===== config.mk =====
export PLATFORM = sky130hd
export DESIGN_NAME = cdb_arbiter
export DESIGN_NICKNAME = d
export VERILOG_FILES = /design/src/rtl/cdb_arbiter_pkg.sv /design/src/rtl/cdb_arbiter_rr_picker.sv /design/src/rtl/cdb_arbiter.sv
export SDC_FILE = /design/constraint.sdc
export NUM_CORES = 1
export LEC_CHECK = 0
export CELL_PAD_IN_SITES_DETAIL_PLACEMENT = 1
export CELL_PAD_IN_SITES_GLOBAL_PLACEMENT = 1
export CORE_MARGIN = 10
export CORE_UTILIZATION = 28
export DETAILED_ROUTE_END_ITERATION = 10
export MAX_ROUTING_LAYER = met4
export PLACE_DENSITY_LB_ADDON = 0.3
export SYNTH_ARGS = -nofsm -noshare
export SYNTH_HDL_FRONTEND = slang
export SYNTH_HIERARCHICAL = 1
export SYNTH_SLANG_ARGS = --single-unit

===== constraint.sdc =====
create_clock -name clk -period 3.61 [get_ports clk]
set_input_delay 0.5415 -clock clk [delete_from_list [all_inputs] [get_ports clk]]
set_output_delay 0.5415 -clock clk [all_outputs]
set_load 0.05 [all_outputs]

===== src/rtl/cdb_arbiter_pkg.sv =====
// Shared constants for the common data bus: payload widths, requester
// indices, the "no dependency" tag and the rotation helper used by the picker.
package cdb_arbiter_pkg;

    localparam int Data_Width     = 32;
    localparam int Tag_Width      = 4;
    localparam int Reg_Addr_Width = 5;

    localparam int CDB_ALU = 0;
    localparam int CDB_LSB = 1;
    localparam int CDB_BR  = 2;

    localparam logic [Tag_Width-1:0] TAG_NONE = 4'd0;

    // Candidate index k positions after the last grant, wrapping over n requesters.
    function automatic int rr_index(input int last, input int k, input int n);
        return (last + k) % n;
    endfunction

endpackage


===== src/rtl/cdb_arbiter_rr_picker.sv =====
// Rotating priority encoder: the first valid requester after `last`
// (wrapping) wins. Purely combinational.
module rr_picker
    import cdb_arbiter_pkg::*;
#(
    parameter int N_REQ = 3,
    parameter int IDX_W = 2
) (
    input  logic [N_REQ-1:0] req_valid_i,
    input  logic [IDX_W-1:0] last_i,
    output logic [N_REQ-1:0] grant_o,
    output logic [IDX_W-1:0] grant_idx_o
);

    logic             found_s;
    logic             hit_s;
    logic [IDX_W-1:0] cand_s;

    // Walk the rotated order once; the first hit latches the grant.
    always_comb begin
        grant_o     = {N_REQ{1'b0}};
        grant_idx_o = {IDX_W{1'b0}};
        found_s     = 1'b0;
        hit_s       = 1'b0;
        cand_s      = {IDX_W{1'b0}};
        for (int k = 1; k <= N_REQ; k++) begin
            cand_s          = IDX_W'(rr_index(int'(last_i), k, N_REQ));
            hit_s           = !found_s && req_valid_i[cand_s];
            grant_o[cand_s] = grant_o[cand_s] | hit_s;
            grant_idx_o     = hit_s ? cand_s : grant_idx_o;
            found_s         = found_s | hit_s;
        end
    end

endmodule


===== src/rtl/cdb_arbiter.sv =====
// Round-robin arbiter for the common data bus: grants one producer per cycle
// and drives a registered broadcast of its result to the rest of the core.
module cdb_arbiter
    import cdb_arbiter_pkg::*;
#(
    parameter int  N_REQ  = 3,
    parameter int  DATA_W = Data_Width,
    parameter int  TAG_W  = Tag_Width,
    parameter int  ADDR_W = Reg_Addr_Width,
    localparam int SRC_W  = (N_REQ > 1) ? $clog2(N_REQ) : 1
) (
    input  logic                    clk,
    input  logic                    rst,
    input  logic                    rdy,
    input  logic                    flush,
    input  logic [N_REQ-1:0]        req_valid,
    input  logic [N_REQ*DATA_W-1:0] req_value,
    input  logic [N_REQ*TAG_W-1:0]  req_tag,
    input  logic [N_REQ*ADDR_W-1:0] req_addr,
    output logic [N_REQ-1:0]        req_ready,
    output logic                    cdb_valid,
    output logic [DATA_W-1:0]       cdb_value,
    output logic [TAG_W-1:0]        cdb_tag,
    output logic [ADDR_W-1:0]       cdb_addr,
    output logic [SRC_W-1:0]        cdb_src
);

    localparam logic [SRC_W-1:0] LAST_RST = SRC_W'(N_REQ - 1);

    logic [N_REQ-1:0]  pick_grant_s;
    logic [SRC_W-1:0]  pick_idx_s;
    logic              grant_en_s;
    logic              has_grant_s;
    logic [DATA_W-1:0] win_value_s;
    logic [TAG_W-1:0]  win_tag_s;
    logic [ADDR_W-1:0] win_addr_s;

    logic [SRC_W-1:0]  last_q,  last_d;
    logic              valid_q, valid_d;
    logic [DATA_W-1:0] value_q, value_d;
    logic [TAG_W-1:0]  tag_q,   tag_d;
    logic [ADDR_W-1:0] addr_q,  addr_d;
    logic [SRC_W-1:0]  src_q,   src_d;

    rr_picker #(
        .N_REQ (N_REQ),
        .IDX_W (SRC_W)
    ) u_picker (
        .req_valid_i (req_valid),
        .last_i      (last_q),
        .grant_o     (pick_grant_s),
        .grant_idx_o (pick_idx_s)
    );

    // Reset is part of the gate so nothing retires while the core is held in reset.
    assign grant_en_s  = rst & rdy & ~flush;
    assign req_ready   = grant_en_s ? pick_grant_s : {N_REQ{1'b0}};
    assign has_grant_s = |req_ready;

    assign win_value_s = req_value[pick_idx_s*DATA_W +: DATA_W];
    assign win_tag_s   = req_tag[pick_idx_s*TAG_W +: TAG_W];
    assign win_addr_s  = req_addr[pick_idx_s*ADDR_W +: ADDR_W];

    // Next-state: flush beats pause; a tag-0 winner retires without broadcasting.
    always_comb begin
        last_d  = last_q;
        valid_d = valid_q;
        value_d = value_q;
        tag_d   = tag_q;
        addr_d  = addr_q;
        src_d   = src_q;
        if (flush) begin
            valid_d = 1'b0;
            last_d  = LAST_RST;
        end else if (!rdy) begin
            valid_d = valid_q;
        end else if (has_grant_s) begin
            last_d = pick_idx_s;
            if (win_tag_s != TAG_W'(TAG_NONE)) begin
                valid_d = 1'b1;
                value_d = win_value_s;
                tag_d   = win_tag_s;
                addr_d  = win_addr_s;
                src_d   = pick_idx_s;
            end else begin
                valid_d = 1'b0;
            end
        end else begin
            valid_d = 1'b0;
        end
    end

    // State and broadcast registers.
    always_ff @(posedge clk or negedge rst) begin
        if (!rst) begin
            last_q  <= LAST_RST;
            valid_q <= 1'b0;
            value_q <= {DATA_W{1'b0}};
            tag_q   <= {TAG_W{1'b0}};
            addr_q  <= {ADDR_W{1'b0}};
            src_q   <= {SRC_W{1'b0}};
        end else begin
            last_q  <= last_d;
            valid_q <= valid_d;
            value_q <= value_d;
            tag_q   <= tag_d;
            addr_q  <= addr_d;
            src_q   <= src_d;
        end
    end

    assign cdb_valid = valid_q;
    assign cdb_value = value_q;
    assign cdb_tag   = tag_q;
    assign cdb_addr  = addr_q;
    assign cdb_src   = src_q;

endmodule


Word-level counts from Yosys, hierarchy flattened
Index checks and enable logic that the tools add are counted.

Register bits after elaboration: 46. Word-level logic and storage cells: 74.

Add/subtract/negate cells: 3. Multipliers: 1. Div/mod/pow operators: 3. $lt $le $gt $ge: 6. Shift operators: 3. Muxes and demuxes: 31. Bitwise operators: 8. Reduce and logical (&&, ||, !) cells: 13.

Operators by type and width (count): $mod A32 B3 Y32 const B (3); $shiftx A96 B8 Y32 (1); $shiftx A15 B6 Y5 (1); $mux W1 (13); $bmux W1 S2 (6); $mux W2 (6); $shiftx A12 B5 Y4 (1); $lt A2 B3 Y1 const B (3); $add A2 B2 Y3 const B (2); $bwmux W3 (2); $demux W1 S2 (3); $ge A2 B1 Y1 const B (3); $logic_and A1 B1 Y1 (5); $mul A2 B3 Y5 const B (1); $or A1 B1 Y1 (4); $reduce_and A4 Y1 (1); $reduce_bool A2 Y1 (2); $reduce_bool A4 Y1 (1); $add A2 B1 Y3 const B (1); $and A3 B3 Y3 (1); $mux W3 (1); $reduce_or A3 Y1 (1); $and A1 B1 Y1 (2); $logic_not A1 Y1 (2); 2 further kinds (2).

Longest topological paths before layout
Gate-level depths: netlist (run 1).

Word-level depth: 20. Gate-level depth with buffers: 14. Gate-level depth less buffers: 10.

Modules after synthesis
The synthesis (run 1) kept the hierarchy.

Modules (own cells, without submodules): cdb_arbiter (times used 1, cells an instance 245, area each 2770.2 um^2, seq. area each 1152.4 um^2); rr_picker (times used 1, cells an instance 56, area each 380.4 um^2, seq. area each 0.0 um^2).

Worst setup path after synthesis (run 1)
Ideal clock, no wire load.

Kind: flip-flop to flip-flop. Start: register last_q[1]. End: register addr_q[0] (netlist: cdb_addr[0]). Library setup time: 0.125 ns. Arrival time: 2.967 ns. Data required time: 3.485 ns. Setup slack: 0.518 ns. Stages on the path, launching flop included: 13. Path buffers: 3. Clock period less this slack: 3.092 ns. Cells stage by stage: dfstp_2 ha_1 nor2b_1 o21ba_1 o311ai_2 o21ai_1 buf_2 nor2b_4 o2bb2ai_1 o41a_1 buf_6 buf_6 mux2_4.

Elaborated cells between the ends (all ways): 54.

RTL lines: start: declaration (RTL line cdb_arbiter.sv:38) `logic [SRC_W-1:0] last_q, last_d;`; start signal: assignment (RTL line cdb_arbiter.sv:103) `last_q <= last_d;`; $add A2 B1 Y3 (RTL line cdb_arbiter_pkg.sv:17) `return (last + k) % n;`; $mod A32 B3 Y32 (RTL line cdb_arbiter_pkg.sv:17); $bmux W1 S2 (RTL line cdb_arbiter_rr_picker.sv:28) `hit_s = !found_s && req_valid_i[cand_s];`; $mux W1 (not written as such) (RTL line cdb_arbiter_rr_picker.sv:28); $logic_not A1 Y1 (RTL line cdb_arbiter_rr_picker.sv:28); $logic_and A1 B1 Y1 (RTL line cdb_arbiter_rr_picker.sv:28); $or A1 B1 Y1 (RTL line cdb_arbiter_rr_picker.sv:31) `found_s = found_s | hit_s;`; $logic_not A1 Y1 (RTL line cdb_arbiter_rr_picker.sv:28); $logic_and A1 B1 Y1 (RTL line cdb_arbiter_rr_picker.sv:28); $mux W2 (*) (RTL line cdb_arbiter_rr_picker.sv:30) `grant_idx_o = hit_s ? cand_s : grant_idx_o;`; net pick_idx_s[0] (RTL line cdb_arbiter.sv:31) `logic [SRC_W-1:0] pick_idx_s;`; parallel branches: the longest is 3 deep, another holds $mul A2 B3 Y5; end signal: assignment (RTL line cdb_arbiter.sv:100) `addr_q <= {ADDR_W{1'b0}};`; end signal: assignment (RTL line cdb_arbiter.sv:107) `addr_q <= addr_d;`; end: declaration (RTL line cdb_arbiter.sv:42) `logic [ADDR_W-1:0] addr_q, addr_d;`.

Mark *: on every way through the listed nets, which the timed path passes. The select of a mux whose other input is x is not followed. A chain may end at the register's enable or synchronous reset.

Worst setup path in the final report (run 1)
Start: register last_q[1]. End: register value_q[13] (netlist: cdb_value[13]).

Elaborated cells between the ends (all ways): 53.

RTL lines: $add A2 B1 Y3 (RTL line cdb_arbiter_pkg.sv:17); $mod A32 B3 Y32 (RTL line cdb_arbiter_pkg.sv:17); $bmux W1 S2 (RTL line cdb_arbiter_rr_picker.sv:28); $mux W1 (not written as such) (RTL line cdb_arbiter_rr_picker.sv:28); $logic_not A1 Y1 (RTL line cdb_arbiter_rr_picker.sv:28); $logic_and A1 B1 Y1 (RTL line cdb_arbiter_rr_picker.sv:28); $or A1 B1 Y1 (RTL line cdb_arbiter_rr_picker.sv:31); $logic_not A1 Y1 (RTL line cdb_arbiter_rr_picker.sv:28); $logic_and A1 B1 Y1 (RTL line cdb_arbiter_rr_picker.sv:28); $mux W2 (*) (RTL line cdb_arbiter_rr_picker.sv:30); net pick_idx_s[0] (RTL line cdb_arbiter.sv:31); $shiftx A12 B5 Y4 (RTL line cdb_arbiter.sv:61) `assign win_tag_s = req_tag[pick_idx_s*TAG_W +: TAG_W];`; $reduce_bool A4 Y1 (RTL line cdb_arbiter.sv:79) `if (win_tag_s != TAG_W'(TAG_NONE)) begin`; $reduce_and A4 Y1 (no line); end signal: assignment (RTL line cdb_arbiter.sv:98) `value_q <= {DATA_W{1'b0}};`; end signal: assignment (RTL line cdb_arbiter.sv:105) `value_q <= value_d;`; end: declaration (RTL line cdb_arbiter.sv:40) `logic [DATA_W-1:0] value_q, value_d;`.

The timed path passes the listed nets; every way through them passes the cells marked *. The select of a mux whose other input is x is not followed.

==> impl_metrics.tcl, run 1 <==
set metrics [dict create \
    status "completed" \
    final.setup_skew_ns 0.004889 \
    grt_remaining_overflow 0 \
    powerDensity_mw_per_mm2 681.1 \
    finalMaxSlewViolations 0 \
    start_util 0.2881 \
    core_area_mm2 0.01094 \
    vias_per_cell 4.792 \
    max_freq_mhz 296.5 \
    synth_cell_types 45 \
    antenna_found_initial 1 \
    postCtsSetupRepairBufs 0 \
    clk_latency_ns 0.28 \
    cts_htree_levels 2 \
    clock_path_buffers 2 \
    p_comb_frac 0.606 \
    multi_input_comb_area_mm2 0.001843 \
    vias 2976 \
    ys_seq_area_frac 0.3658 \
    synth_seq_cells 46 \
    critPathMaxFanout 23 \
    synthCells 301 \
    switching_share 0.4480 \
    drtPass1Iterations 4 \
    cp-start-kind "flip-flop" \
    die_y_um 126.1 \
    cp.arrival_ns 3.54 \
    leakage_nw 2.119 \
    crit_slowest_cell "dfstp_2" \
    final_core_util 0.4809 \
    grt_first_pass_wirelength_um 18530 \
    hold_viol_final 0 \
    tritoncts "yes" \
    path_class "flip-flop to flip-flop" \
    async_flop_share 1.000 \
    synth_edf_count 0 \
    rows 38 \
    fillCellCount 1226 \
    boundaryPins 177 \
    fin_nets 611 \
    drt_iter0_drc 112 \
    gp_congestion 0.8156 \
    synthMuxAreaShare 0.3276 \
    synth_xor_area_frac 0 \
    synth_warnings 6 \
    stdcell_count 621 \
    synth-simple-area-share 0.1041 \
    layout-drive-gt1-share 0.1545 \
    irDropWorstVdd_mv 0.2801 \
    syn2layout_area_growth_pct 66.92 \
    cts_resized 0 \
    p_clk_frac 0.141 \
    timing.slew.headroom 0.6053 \
    synth_top_family_by_area "multiplexers" \
    grt_pass1_vias 3494 \
    wl_per_cell_um 19.49 \
    stdcell_area_mm2 0.005259 \
    grt_max_degree 47 \
    worstPathRequired_ns 3.77 \
    clkTransAtPathRegs_ns 0.06 \
    dp_hpwl_um 10080 \
    worst_slew_pin_slew_ns 0.5902 \
    die_x_um 126.1 \
    total_power_mw 3.582 \
    ant_nets 0 \
    synth_compound_gate_area_share 0.1366 \
    slowest_delay_ns 0.56 \
    syn_nets 434 \
    end_kind "flip-flop" \
    die-area_mm2 0.01589 \
    hold_path.class "input port to async pin" \
    tns_ns 0 \
    root_buffer "clkbuf_16" \
    synth.avg_cell_area_um2 10.47 \
    min_period_ns 3.373 \
    grt_util_all_layers 0.1494 \
    synthAdderAreaFrac 0.01191 \
    ctsHoldBuffers 0 \
    dp_cells 611 \
    clock-sinks 46 \
    wirelength_um 12110 \
    port_buffers 176 \
    switching_power_mw 1.605 \
    p_int_mw 1.977 \
    p_seq_frac 0.253 \
    syn_area_mm2 0.003151 \
    period_share 0.9343 \
    path_cells "ha_1, nor2b_1, o21ba_1, o311ai_2, o21ai_4, nor2b_4, o2bb2ai_1, o41a_2, buf_12, mux2_4" \
    cts_buffers 5 \
    setup_viol 0 \
    drv_cap 0 \
    placed_cell_area_mm2 0.005091 \
    seq_area_mm2 0.001152 \
    drc 0 \
    rsz0062_at_grt "no" \
    synth_ff_type "dfrtp_1" \
]
## metal layers
metal	vias up	routed length (um)	track usage
li1	1422	-	-
met4	0	66	0.02612
met1	1438	4872	0.1563
met5	-	0	-
met2	110	6065	0.2568
met3	6	1101	0.06711
## worst max-delay path, delay by kind of cell, from the launching register on
family                   cells  cell delay (ns)
flip-flops                   1             0.56
AO/OA/AOI/OAI                5             1.50
multiplexers                 1             0.31
adder cells (fa/ha/maj)      1             0.31
buffers and inverters        1             0.20
AND/OR/NAND/NOR              2             0.36
## path summary, 6_finish.rpt
check / from / endpoint / slack, ns / cells past startpoint
worst min-delay path: rst / cdb_value[20]$_DFFE_PN0P_ / 0.39 / 2
max in group asynchronous: rst / cdb_value[9]$_DFFE_PN0P_ / 2.80 / 2
worst min register to register: cdb_valid$_DFFE_PN0P_ / cdb_valid$_DFFE_PN0P_ / 0.49 / 1
min in group clk: cdb_valid$_DFFE_PN0P_ / cdb_valid$_DFFE_PN0P_ / 0.49 / 1
worst max-delay path: last_q[1]$_DFFE_PN1P_ / cdb_value[13]$_DFFE_PN0P_ / 0.24 / 10
worst max register to register: last_q[1]$_DFFE_PN1P_ / cdb_value[13]$_DFFE_PN0P_ / 0.24 / 10
## layout by cell type (no fill, tap or decap), types with 2 or more instances in the layout
cell type	n
nor2_1	3
dfrtp_1	45
and2_1	3
clkbuf_1	2
nor3_1	3
mux2_1	4
mux2i_1	42
nand3b_1	2
clkbuf_16	5
o21ai_1	5
nand2_1	46
nor2b_1	2
ha_1	3
o22ai_1	2
buf_12	2
o21ai_0	39
inv_1	7
mux2_4	37
a21oi_1	5
clkdlybuf4s50_1	172
buf_4	17
nand2b_1	3
o2bb2ai_1	4
diode_2	2
## layout make-up
class,instances,area share
diodes,2,0.0009517
clock buffers,7,0.02522
clock inverters,1,0.005710
inverters,7,0.004996
multi-input cells,226,0.3505
flip-flops and latches,46,0.2191
well taps,140,0.03331
repair buffers,192,0.3602
## flip-flops by register name, indices dropped and copies added, names as in the netlist
name,flops
cdb_value,32
cdb_addr,5
cdb_tag,4
cdb_src,2
last_q,2
cdb_valid,1
## cells by family (layout without fill, tap and decap cells)
logic type	after synthesis	after routing
mux	84	84
simple gates	70	70
compound gates	69	69
flops	46	46
buf+inv	29	207
fa+ha+maj	3	3
other cells	0	2
## power by group through the flow
stage / Clock, mW / Sequential [mW] / Combinational [mW]
after floorplan: 0 / 1.71 / 0.542
after global placement: 0 / 0.901 / 2.17
after detailed placement: 0 / 0.897 / 2.20
after CTS: 0.525 / 0.909 / 2.20
after global routing: 0.548 / 0.936 / 2.28
final: 0.506 / 0.906 / 2.17
## metrics by stage
step / setup slack (ns) / hold WS, ns
after floorplan: 0.5181 / 0.2459
after global placement: 0.1849 / 0.4698
after detailed placement: 0.03918 / 0.4763
after CTS: 0.2036 / 0.4285
after global routing: 0.06344 / 0.4425
final: 0.2371 / 0.3878
## synth_stat cells, types with 4 or more instances
| master | instances | share of area |
|---|---|---|
| a21oi_1 | 5 | 0.0079 |
| buf_2 | 4 | 0.0064 |
| buf_6 | 7 | 0.025 |
| clkbuf_1 | 9 | 0.011 |
| dfrtp_1 | 45 | 0.36 |
| inv_1 | 7 | 0.0083 |
| mux2_1 | 4 | 0.014 |
| mux2_4 | 37 | 0.18 |
| mux2i_1 | 42 | 0.13 |
| nand2_1 | 47 | 0.056 |
| o21ai_0 | 39 | 0.062 |
| o21ai_1 | 6 | 0.0095 |
| o2bb2ai_1 | 4 | 0.011 |
Power figures use the tool's default switching activity.
==> run 2, diff against run 1 <==
- SLEW_MARGIN: not set -> 40
==> results of run 2 <==
The final DEF is identical to that of run 1; final timing and power are the same.
==> run 3, diff against run 2 <==
- SLEW_MARGIN: 40 -> 25
==> results of run 3 <==
The final DEF is identical to that of run 1; final timing and power are the same.
